$ cat src/rtl/rv_ctrl_pkg.sv
// rv_ctrl_pkg: shared control constants for the multi-cycle RISC-V sequencer.
// Holds the sequencer state encoding, opcode/funct3 values, ALU operations
// and immediate format selects used by the sequencer and its classifier.
package rv_ctrl_pkg;

    typedef enum logic [2:0] {
        S_IDLE,
        S_FETCH,
        S_DECODE,
        S_EXECUTE,
        S_MEM,
        S_WB,
        S_BRANCH,
        S_TRAP
    } state_t;

    localparam logic [6:0] OP_LOAD   = 7'd3;
    localparam logic [6:0] OP_IMM    = 7'd19;
    localparam logic [6:0] OP_BRANCH = 7'd99;

    localparam logic [2:0] F3_ADDI = 3'b000;
    localparam logic [2:0] F3_LW   = 3'b010;
    localparam logic [2:0] F3_BNE  = 3'b001;

    localparam logic [2:0] ALU_ADD = 3'b000;
    localparam logic [2:0] ALU_SUB = 3'b001;

    localparam logic IMM_I = 1'b0;
    localparam logic IMM_B = 1'b1;

    // Canonical NOP (addi x0,x0,0) loaded into the IR on reset.
    localparam logic [31:0] NOP_INSTR = 32'h0000_0013;

endpackage

$ cat src/rtl/rv_instr_classify.sv
// rv_instr_classify: combinational instruction classifier.
// Maps the opcode and funct3 fields of the IR onto the supported
// instruction set (addi, lw, bne); everything else is flagged illegal.
module rv_instr_classify
    import rv_ctrl_pkg::*;
(
    input  logic [6:0] opcode,
    input  logic [2:0] funct3,
    output logic       is_addi,
    output logic       is_lw,
    output logic       is_bne,
    output logic       illegal
);

    // Exactly one of the four flags is high for any encoding.
    always_comb begin
        is_addi = (opcode == OP_IMM)    && (funct3 == F3_ADDI);
        is_lw   = (opcode == OP_LOAD)   && (funct3 == F3_LW);
        is_bne  = (opcode == OP_BRANCH) && (funct3 == F3_BNE);
        illegal = !(is_addi || is_lw || is_bne);
    end

endmodule

$ cat src/rtl/rv_multicycle_sequencer.sv
// rv_multicycle_sequencer: multi-cycle control FSM for the reduced RISC-V core.
// Steps addi/lw/bne through FETCH, DECODE, EXECUTE, MEM, WB and BRANCH and
// drives the datapath enables with registered Moore outputs. pc_src in BRANCH
// follows the ALU eq flag combinationally. Illegal encodings lock into TRAP.
// Optional feature macro: INSTRET_EN adds a 32-bit retired-instruction counter
// output 'instret'.
module rv_multicycle_sequencer
    import rv_ctrl_pkg::*;
#(
    parameter int DATA_WIDTH = 32
) (
    input  logic                  clk,
    input  logic                  rst,
    output logic                  imem_req,
    input  logic                  imem_ready,
    input  logic [DATA_WIDTH-1:0] imem_rdata,
    output logic                  dmem_req,
    input  logic                  dmem_ready,
    input  logic                  eq,
    output logic [DATA_WIDTH-1:0] instr,
    output logic                  imm_sel,
    output logic [2:0]            alu_ctrl,
    output logic                  alu_src,
    output logic                  reg_write,
    output logic                  pc_en,
    output logic                  pc_src,
    output logic                  trap
`ifdef INSTRET_EN
    ,
    output logic [31:0]           instret
`endif
);

    localparam logic [DATA_WIDTH-1:0] IR_RESET = DATA_WIDTH'(NOP_INSTR);

    state_t                state;
    state_t                state_nxt;
    logic [DATA_WIDTH-1:0] ir_nxt;
    logic                  in_branch;

    logic                  is_addi;
    logic                  is_lw;
    logic                  is_bne;
    logic                  illegal;

    logic                  imem_req_nxt;
    logic                  dmem_req_nxt;
    logic                  imm_sel_nxt;
    logic [2:0]            alu_ctrl_nxt;
    logic                  alu_src_nxt;
    logic                  reg_write_nxt;
    logic                  pc_en_nxt;
    logic                  in_branch_nxt;
    logic                  trap_nxt;

    rv_instr_classify u_classify (
        .opcode  (instr[6:0]),
        .funct3  (instr[14:12]),
        .is_addi (is_addi),
        .is_lw   (is_lw),
        .is_bne  (is_bne),
        .illegal (illegal)
    );

    // Next state and IR; the IR only takes new data on the FETCH->DECODE step.
    always_comb begin
        state_nxt = state;
        ir_nxt    = instr;
        case (state)
            S_IDLE:    state_nxt = S_FETCH;
            S_FETCH: begin
                if (imem_ready) begin
                    ir_nxt    = imem_rdata;
                    state_nxt = S_DECODE;
                end
            end
            S_DECODE: begin
                if (illegal)     state_nxt = S_TRAP;
                else if (is_bne) state_nxt = S_BRANCH;
                else             state_nxt = S_EXECUTE;
            end
            S_EXECUTE: begin
                if (is_lw)        state_nxt = S_MEM;
                else if (is_addi) state_nxt = S_WB;
                else              state_nxt = S_TRAP;
            end
            S_MEM:     if (dmem_ready) state_nxt = S_WB;
            S_WB:      state_nxt = S_FETCH;
            S_BRANCH:  state_nxt = S_FETCH;
            S_TRAP:    state_nxt = S_TRAP;
            default:   state_nxt = S_IDLE;
        endcase
    end

    // Output values for the state being entered, so outputs come straight from flops.
    always_comb begin
        imem_req_nxt  = (state_nxt == S_FETCH);
        dmem_req_nxt  = (state_nxt == S_MEM);
        alu_src_nxt   = (state_nxt == S_EXECUTE) || (state_nxt == S_MEM) || (state_nxt == S_WB);
        in_branch_nxt = (state_nxt == S_BRANCH);
        imm_sel_nxt   = in_branch_nxt ? IMM_B : IMM_I;
        alu_ctrl_nxt  = in_branch_nxt ? ALU_SUB : ALU_ADD;
        reg_write_nxt = (state_nxt == S_WB);
        pc_en_nxt     = (state_nxt == S_WB) || in_branch_nxt;
        trap_nxt      = (state_nxt == S_TRAP);
    end

    // State, IR and registered control outputs; reset wins over every transition.
    always_ff @(posedge clk) begin
        if (rst) begin
            state     <= S_IDLE;
            instr     <= IR_RESET;
            imem_req  <= 1'b0;
            dmem_req  <= 1'b0;
            imm_sel   <= IMM_I;
            alu_ctrl  <= ALU_ADD;
            alu_src   <= 1'b0;
            reg_write <= 1'b0;
            pc_en     <= 1'b0;
            in_branch <= 1'b0;
            trap      <= 1'b0;
        end else begin
            state     <= state_nxt;
            instr     <= ir_nxt;
            imem_req  <= imem_req_nxt;
            dmem_req  <= dmem_req_nxt;
            imm_sel   <= imm_sel_nxt;
            alu_ctrl  <= alu_ctrl_nxt;
            alu_src   <= alu_src_nxt;
            reg_write <= reg_write_nxt;
            pc_en     <= pc_en_nxt;
            in_branch <= in_branch_nxt;
            trap      <= trap_nxt;
        end
    end

    // Branch target is taken when the operands differ; WB always falls through.
    always_comb begin
        pc_src = in_branch && !eq;
    end

`ifdef INSTRET_EN
    // Retired-instruction counter, one count per pc_en strobe, wrapping naturally.
    always_ff @(posedge clk) begin
        if (rst) begin
            instret <= 32'd0;
        end else if (pc_en) begin
            instret <= instret + 32'd1;
        end
    end
`endif

endmodule

$ cat config.mk
export PLATFORM = sky130hd
export DESIGN_NAME = rv_multicycle_sequencer
export DESIGN_NICKNAME = d
export VERILOG_FILES = /design/src/rtl/rv_ctrl_pkg.sv /design/src/rtl/rv_instr_classify.sv /design/src/rtl/rv_multicycle_sequencer.sv
export SDC_FILE = /design/constraint.sdc
export NUM_CORES = 1
export LEC_CHECK = 0
export ABC_AREA = 1
export BUFFER_PORTS_ARGS = -buffer_cell sky130_fd_sc_hd__buf_4
export CAP_MARGIN = 10
export CORE_MARGIN = 2
export CORE_UTILIZATION = 41
export DETAILED_ROUTE_END_ITERATION = 12
export MAX_ROUTING_LAYER = met4
export PLACE_DENSITY = 0.78
export SLEW_MARGIN = 20
export SYNTH_ARGS = -nofsm -noshare
export SYNTH_HDL_FRONTEND = slang
export SYNTH_SLANG_ARGS = --single-unit
$ cat constraint.sdc
create_clock -name clk -period 1.2 [get_ports clk]
set_input_delay 0.06 -clock clk [delete_from_list [all_inputs] [get_ports clk]]
set_output_delay 0.06 -clock clk [all_outputs]
set_load 0.05 [all_outputs]
=== Word level (Yosys, flattened, before mapping) ===
Cells that the tools add are included.

* Flip-flop bits (word level): 46
* Output and inout port bits: 43
* Word-level logic and storage cells: 52

* Eq/ne operators: 18
* Muxes and demuxes: 9
* Reduce and logical (&&, ||, !) cells: 14

{| class="wikitable"
|+ Operator list
! kind !! count
|-
| == test 3 bit (second input constant) || 8
|-
| one-hot mux 3 bit (6 select lines) || 1
|-
| == test 3 x 2 -> 1 bit (second input constant) || 4
|-
| 2-to-1 mux 3 bit || 4
|-
| == test 3 x 1 -> 1 bit (second input constant) || 3
|-
| == test 7 x 2 -> 1 bit (second input constant) || 1
|-
| == test 7 x 5 -> 1 bit (second input constant) || 1
|-
| == test 7 bit (second input constant) || 1
|-
| logical NOT 3 bit || 2
|-
| logical OR 1 bit || 5
|-
| logical AND 1 bit || 4
|-
| 2-to-1 mux 2 bit || 2
|-
| OR reduction 3 bit || 1
|-
| 2-to-1 mux 1 bit || 2
|-
| AND reduction 2 bit || 1
|-
| logical NOT 1 bit || 1
|}

=== Longest topological paths before layout ===
Gate-level depths: netlist of run 1.

* Word-level depth: 9
* Mapped depth: 11
* Depth with buffers taken out: 11

=== Hierarchy ===
Synthesis of run 1 repeated with hierarchy kept, for this count alone.

* Cells, all modules: 233
* Area, all modules: 1,697.9 sq um

{| class="wikitable"
|+ Modules (own cells, without submodules)
! module !! instances !! cells each !! area an instance (sq um) !! sequential area each (sq um)
|-
| rv_multicycle_sequencer || 1 || 205 || 1,579.0 || 840.8
|-
| rv_instr_classify || 1 || 28 || 118.9 || 0.0
|}

=== Worst setup path after synthesis of run 1 ===
No wires, ideal clock.

* Path kind: register to register
* Start: register instr[13]
* End: register imem_req
* Arrival: 1,514 ps
* Required time: 1,136 ps
* Slack: -378 ps
* Stages on the path, launching flop included: 11
* Buffers on the path: 0
* Clock period less this slack: 1,578 ps
* Cells stage by stage: dfxtp_1 -> inv_1 -> nor3_1 -> nand3_1 -> nand2_1 -> nand2_1 -> nand2_2 -> nand2_2 -> nor2_2 -> nand2_1 -> nor2_1

* Word-level cells in the longest chain between the ends: 7

{| class="wikitable"
|+ Ends and longest elaborated chain
! item !! RTL line !! source
|-
| start: declaration || rv_multicycle_sequencer.sv:20 || <nowiki>output logic [DATA_WIDTH-1:0] instr,</nowiki>
|-
| start signal: assignment || rv_multicycle_sequencer.sv:124 || <nowiki>instr <= ir_nxt;</nowiki>
|-
| == test 3 x 2 -> 1 bit / logical NOT 3 bit (equally long branches) || rv_instr_classify.sv:18, rv_instr_classify.sv:17 ||
|-
| logical AND 1 bit (on tied branches) || rv_instr_classify.sv:18, rv_instr_classify.sv:17 ||
|-
| logical OR 1 bit (2 in a row) || rv_instr_classify.sv:20 || <nowiki>illegal = !(is_addi || is_lw || is_bne);</nowiki>
|-
| 2-to-1 mux 3 bit || rv_multicycle_sequencer.sv:78 || <nowiki>if (illegal) state_nxt = S_TRAP;</nowiki>
|-
| one-hot mux 3 bit (6 select lines) * || rv_multicycle_sequencer.sv:69 || <nowiki>case (state)</nowiki>
|-
| == test 3 x 1 -> 1 bit * || rv_multicycle_sequencer.sv:97 || <nowiki>imem_req_nxt = (state_nxt == S_FETCH);</nowiki>
|-
| end signal: assignment || rv_multicycle_sequencer.sv:125 || <nowiki>imem_req <= imem_req_nxt;</nowiki>
|-
| end: declaration || rv_multicycle_sequencer.sv:14 || <nowiki>output logic imem_req,</nowiki>
|}

Mark *: on every way between the ends. The rest lies on a longest branch, timed or not.
A chain may end at the register's enable or synchronous reset.

=== Final worst setup path of run 1 ===
* Start: register state[1]
* End: register alu_src

* Word-level cells in the longest chain between the ends: 6

{| class="wikitable"
|+ Ends and longest elaborated chain
! item !! RTL line !! source
|-
| start: declaration || rv_multicycle_sequencer.sv:36 || <nowiki>state_t state;</nowiki>
|-
| start signal: assignment || rv_multicycle_sequencer.sv:123 || <nowiki>state <= state_nxt;</nowiki>
|-
| == test 3 bit / logical NOT 3 bit (equally long branches) || rv_multicycle_sequencer.sv:69 ||
|-
| OR reduction 3 bit (no source line) || n/a ||
|-
| one-hot mux 3 bit (6 select lines) * || rv_multicycle_sequencer.sv:69 ||
|-
| == test 3 x 2 -> 1 bit / == test 3 bit (equally long branches) || rv_multicycle_sequencer.sv:99 || <nowiki>alu_src_nxt = (state_nxt == S_EXECUTE) || (state_nxt == S_MEM) || (state_nxt == S_WB);</nowiki>
|-
| logical OR 1 bit || rv_multicycle_sequencer.sv:99 ||
|-
| logical OR 1 bit * || rv_multicycle_sequencer.sv:99 ||
|-
| end signal: assignment || rv_multicycle_sequencer.sv:129 || <nowiki>alu_src <= alu_src_nxt;</nowiki>
|-
| end: declaration || rv_multicycle_sequencer.sv:23 || <nowiki>output logic alu_src,</nowiki>
|}

Marks and branches as above.

==> results of run 1 <==
## power groups by stage
| stage | Clock, W | Combinational (W) | Sequential (W) |
|---|---|---|---|
| after floorplan | 0 | 0.000539 | 0.00225 |
| after global placement | 0 | 0.00162 | 0.00170 |
| after detailed placement | 0 | 0.00164 | 0.00171 |
| after CTS | 0.000877 | 0.00173 | 0.00169 |
| after global routing | 0.000934 | 0.00213 | 0.00175 |
| final | 0.000861 | 0.00200 | 0.00173 |
## per-stage QoR
| stage | power (W) | setup WS [ns] |
|---|---|---|
| floorplan | 0.00279 | -0.0951 |
| global placement | 0.00332 | -0.0841 |
| detailed placement | 0.00335 | -0.134 |
| CTS | 0.00430 | -0.0813 |
| global route | 0.00482 | -0.254 |
| finish | 0.00460 | -0.146 |
## final cells by class
class                      instances  area, µm²
fill                             299        971
tap                               50       62.6
multi-input combinational        146        901
inverter                          15       76.3
sequential                        42        877
timing repair buffer             112        975
clock buffer                       8       80.1
## per-layer routing
metal / GRT usage / wire (µm) / share of wire
met5: - / 0 / 0
met4: 0.0995 / 86 / 0.017
met3: 0.0517 / 266 / 0.054
met2: 0.325 / 2610 / 0.52
met1: 0.238 / 2010 / 0.40
## timing repair
item | 4_1_cts | 5_1_grt
cloned | 0 | 2
hold buffers | 7 | 0
buffers inserted | 1 | 4
resized for setup | 18 | 68
endpoints found under the hold margin | 11 | 0
setup endpoints to repair | 41 | 37
pin swaps | 6 | 30
## worst reg2reg max path, delay by kind of cell (launching register included)
| kind | cells | cell delay [ns] |
|---|---|---|
| AO/OA/AOI/OAI | 1 | 0.14 |
| AND/OR/NAND/NOR | 7 | 0.74 |
| flip-flops | 1 | 0.35 |
| buffers and inverters | 1 | 0.05 |
## final timing paths
check	to	slack (ns)	cells past startpoint
worst max-delay path	alu_src	-0.15	9
worst min-delay path	instr[24]	-0.009	3
worst max register to register	alu_src	-0.15	9
worst min register to register	instr[24]	0.49	2
## kinds of logic after synthesis
family / synth area share
buf+inv: 0.0932
compound gates: 0.117
flops: 0.505
simple gates: 0.282
other cells: 0.00225
## registers in the layout, indices dropped and copies added (netlist names)
register,count
alu_src,1
dmem_req,1
imem_req,1
in_branch,1
instr,32
pc_en,1
reg_write,1
state,3
trap,1
## Yosys cell counts
cell type / count / area, µm²
o21ai_0: 16 / 80.1
nand2_4: 1 / 11.3
dfxtp_1: 42 / 841
buf_6: 5 / 56.3
nand3_2: 2 / 20.0
clkbuf_1: 4 / 15.0
o21ai_1: 14 / 70.1
conb_1: 1 / 3.75
nor3_2: 1 / 10.0
nor2_1: 61 / 229
nand2_1: 20 / 75.1
inv_2: 4 / 15.0
nor2_2: 4 / 25.0
buf_2: 1 / 5.00
a21oi_1: 6 / 30.0
nand3_1: 7 / 35.0
nand2_2: 3 / 18.8
buf_4: 3 / 22.5
or2_4: 1 / 8.76
o211ai_1: 1 / 7.51
nor3_1: 4 / 20.0
nor2_4: 1 / 11.3
inv_1: 11 / 41.3
nand4_1: 1 / 6.26
a21boi_0: 1 / 7.51
==> flow_metrics.py, run 1 <==
metrics = {
    "power": {
        "leakage_nw": 1.35,
        "pwr-share-comb": 0.436,
        "power.switching_w": 0.00181,
        "p_int_w": 0.00279,
        "ir_worst_vdd_v": 0.000838,
        "p_per_area_nw_per_um2": 1550,
        "seqPwrFrac": 0.377,
        "clockPowerShare": 0.187,
        "p_sw_frac": 0.393,
    },
    "critical_path": {
        "endpoint_kind": "flop",
        "start_kind": "flop",
        "worstSetupPathType": "flop to flop",
        "critPathRequiredTime_ns": 1.41,
        "crit_fanout": 6,
        "crit_slowest_cell": "dfxtp_2",
        "crit_top_cell": "nand2_1",
        "crit_start": "state[1]",
        "path_cells": "inv_2 -> or2_4 -> nor2_4 -> nand2_1 -> nand3_2 -> nand2_4 -> nor2_2 -> nand2_1 -> a21oi_1",
        "critPathTopFamily": "simple AND/OR/NAND/NOR gates",
        "cp_data_arrival_time_ns": 1.56,
        "reg2reg_from": "state[1]",
        "crit_buf_inv": 1,
        "max_stage_delay_ns": 0.35,
    },
    "layout": {
        "fin_nets": 359,
        "antenna_cells": 0,
        "synthToLayoutAreaGrowth_pct": 78.4,
        "drive_above_1_share": 0.585,
        "final_common_cell": "buf_4",
        "finish.instance_area_um2": 2970,
        "final_util": 0.754,
        "final_cell_mix": "buf_4, nor2_1, dfxtp_1, o21ai_1, nor2_2",
        "fin_cells": 373,
    },
    "timing": {
        "drv_slew": 0,
        "clock_skew_ns": 0.00515,
        "finalSetupTns_ns": -1.38,
        "fin_ws_ns": -0.146,
        "grt_setup_unrepaired": "yes",
        "period_needed_ns": 1.35,
        "fin_crit_sh": 1.12,
        "finalSetupViolations": 37,
        "timing.hold.ws_ns": -0.00942,
        "hold_viol": 1,
        "fmax_ghz": 0.743,
    },
    "detailed_routing": {
        "drc": 0,
        "wl_per_cell_um": 13.3,
        "viasPerCell": 4.76,
        "drtAntennaViolNets": 0,
        "routed_wl_um": 4970,
        "drt_iter0_markers": 73,
        "num_vias": 1774,
        "drtPass1Iterations": 4,
    },
    "floorplan": {
        "std_cell_rows": 23,
        "die_w_um": 67.7,
        "core_um2": 3940,
        "die_h_um": 67.7,
        "start_util": 0.422,
        "dieArea_um2": 4590,
        "io_pins": 80,
    },
    "outcome": {
        "status": "finished with violations",
        "violations": "hold timing, setup timing",
    },
    "yosys": {
        "synth-seq-cells": 42,
        "ys_types": 25,
        "ys_warn_count": 0,
        "synth_area_per_cell_um2": 7.75,
        "netlist_area_um2": 1670,
        "seq_area_frac_synth": 0.505,
        "synthCells": 215,
    },
    "min_path": {
        "hp-class": "input pin to flop",
        "hold_start": "imem_rdata[24]",
    },
    "place": {
        "hpwl_um": 2940,
        "port_buffers": 77,
        "dpl-instance-area_um2": 2470,
        "placedCellCount": 351,
        "gp_congestion": 0.806,
    },
    "job": {
        "cap_violations": 0,
    },
    "cts": {
        "clk_pin_slew_ns": 0.08,
        "clkSinkCount": 42,
        "cts_buffer_depth": 2,
        "clk_latency_ns": 0.29,
        "tritoncts": "built",
        "cts_max_level": 2,
        "numCtsBuffers": 5,
        "root_buffer": "clkbuf_8",
    },
    "global_route": {
        "grt_usage": 0.204,
        "grt_max_degree": 34,
        "grt_overflow": 0,
        "antenna_found_initial": 0,
        "first_global_vias": 1569,
        "grt_pass1_wl_um": 6720,
    },
}
(Power assumes the default switching activity.)
==> inputs of run 2 (changes only) <==
--- a/config.mk
+++ b/config.mk
@@ -6,7 +6,7 @@
 export NUM_CORES = 1
 export LEC_CHECK = 0
 export ABC_AREA = 1
-export BUFFER_PORTS_ARGS = -buffer_cell sky130_fd_sc_hd__buf_4
+export BUFFER_PORTS_ARGS = -buffer_cell sky130_fd_sc_hd__buf_2
 export CAP_MARGIN = 10
 export CORE_MARGIN = 2
 export CORE_UTILIZATION = 41
==> run 2 against run 1 <==
The run still ends with hold timing, setup timing left. Global-route usage decreased by 1.4 points. Sequential power decreased by 3%. Clock power increased by 34%. Sequential share of layout area increased by 5.2 points. Fmax increased by 0.61%. Final cell count decreased by 1.3%. Design area decreased by 15%. Die area unchanged. Combinational power decreased by 21%. Critical path type unchanged. Highest routed layer unchanged.
==> flow_metrics.py, run 2 (synthesis results as in run 1) <==
metrics = {
    "timing": {
        "finalSetupTns_ns": -0.860,
        "clock_skew_ns": 0.00723,
        "fmax_ghz": 0.748,
        "fin_crit_sh": 1.11,
        "hold_viol": 3,
        "period_needed_ns": 1.34,
        "finalSetupViolations": 11,
        "drv_slew": 0,
        "grt_setup_unrepaired": "yes",
        "fin_ws_ns": -0.137,
        "timing.hold.ws_ns": -0.0226,
    },
    "cts": {
        "clk_pin_slew_ns": 0.08,
        "clk_latency_ns": 0.29,
        "numCtsBuffers": 5,
        "clkSinkCount": 42,
        "cts_buffer_depth": 2,
        "root_buffer": "clkbuf_8",
        "tritoncts": "built",
        "cts_max_level": 2,
    },
    "critical_path": {
        "start_kind": "flop",
        "cp_data_arrival_time_ns": 1.52,
        "path_cells": "inv_2 -> nand2_2 -> nor2_4 -> nand4_1 -> nand2_1 -> nand2_1 -> nand2_2 -> buf_4 -> nor2_2 -> nand2_1 -> a21oi_1",
        "regToRegEndpoint": "alu_src",
        "critPathTopFamily": "simple AND/OR/NAND/NOR gates",
        "crit_start": "instr[3]",
        "worstSetupPathType": "flop to flop",
        "crit_fanout": 3,
        "reg2regPathDepth": 11,
        "crit_buf_inv": 2,
        "crit_top_cell": "nand2_1",
        "critPathRequiredTime_ns": 1.39,
        "reg2reg_from": "instr[3]",
        "max_stage_delay_ns": 0.35,
        "endpoint_kind": "flop",
        "ff2ff_setup_slack_ns": -0.14,
        "crit_slowest_cell": "dfxtp_4",
    },
    "layout": {
        "largest_reg_flops": 32,
        "fin_nets": 354,
        "drive_above_1_share": 0.462,
        "synthToLayoutAreaGrowth_pct": 51.9,
        "antenna_cells": 0,
        "largest-register": "instr",
        "finish.instance_area_um2": 2530,
        "final_cell_mix": "buf_2, nor2_1, dfxtp_1, nand2_1",
        "reg_top3": "instr (32), state (3)",
        "final_common_cell": "buf_2",
    },
    "global_route": {
        "first_global_vias": 1460,
        "antenna_found_initial": 0,
        "grt_max_degree": 17,
        "grt_overflow": 0,
        "grt_pass1_wl_um": 6320,
        "grt_usage": 0.190,
    },
    "floorplan": {
        "die_h_um": 67.7,
        "io_pins": 80,
        "start_util": 0.422,
        "std_cell_rows": 23,
        "die_w_um": 67.7,
        "dieArea_um2": 4590,
        "core_um2": 3940,
    },
    "place": {
        "dp_slack_ns": -0.157,
        "hpwl_um": 2930,
        "gp_congestion": 0.856,
        "port_buffers": 77,
        "dpl-instance-area_um2": 2240,
    },
    "min_path": {
        "hold_start": "rst",
        "hold_end": "imem_req",
        "whs_path_depth": 2,
        "hp-class": "input pin to flop",
    },
    "detailed_routing": {
        "viasPerCell": 4.50,
        "drtAntennaViolNets": 0,
        "drtPass1Iterations": 5,
        "routed_wl_um": 4160,
        "drc": 0,
        "num_vias": 1655,
        "drt_iter0_markers": 79,
        "wl_per_cell_um": 11.3,
    },
    "power": {
        "p_total_w": 0.00441,
        "leakage_nw": 1.24,
        "ir_worst_vdd_v": 0.000941,
        "p_per_area_nw_per_um2": 1740,
    },
    "outcome": {
        "violations": "hold timing, setup timing",
        "status": "finished with violations",
    },
    "job": {
        "cap_violations": 0,
    },
}
## run 2: stage by stage
step,cells,util
final,368,0.642
after global routing,368,0.642
after CTS,365,0.627
after detailed placement,349,0.567
after global placement,349,0.567
after floorplan,216,-
## run 2: final cells by class
class / instances / area (µm²)
multi-input cells: 146 / 736
inverters: 15 / 58.8
repair buffers: 107 / 668
fillers: 364 / 1410
clock buffers: 7 / 119
well taps: 50 / 62.6
flip-flops and latches: 42 / 877
clock inverters: 1 / 8.76
## run 2: per-layer routing
metal	track usage	share of wire
met5	-	0
met4	0.0663	0.0077
met3	0.0583	0.063
met2	0.299	0.49
met1	0.229	0.44
## run 2: power breakdown
part	switching, W	total, W	leakage (nW)	internal, W
Sequential	0.0000981	0.00167	0.350	0.00158
Combinational	0.00109	0.00159	0.824	0.000505
Clock	0.000485	0.00115	0.0647	0.000666
## run 2: worst max path at each step
stage | to | cells after the start | slack [ns]
after floorplan | imem_req | 11 | -0.1
after detailed placement | imem_req | 11 | -0.16
after CTS | alu_src | 11 | -0.11
after global placement | imem_req | 11 | -0.09
final | alu_src | 11 | -0.14
after global routing | imem_req | 11 | -0.25
## run 2: timing repair
| action | 4_1_cts | 5_1_grt |
|---|---|---|
| setup endpoints to repair | 12 | 42 |
| hold endpoints to repair | 12 | 3 |
| gates cloned | 0 | 0 |
| hold buffers | 8 | 2 |
| resized for setup | 11 | 8 |
| setup buffers | 0 | 1 |
| pin swaps | 5 | 0 |
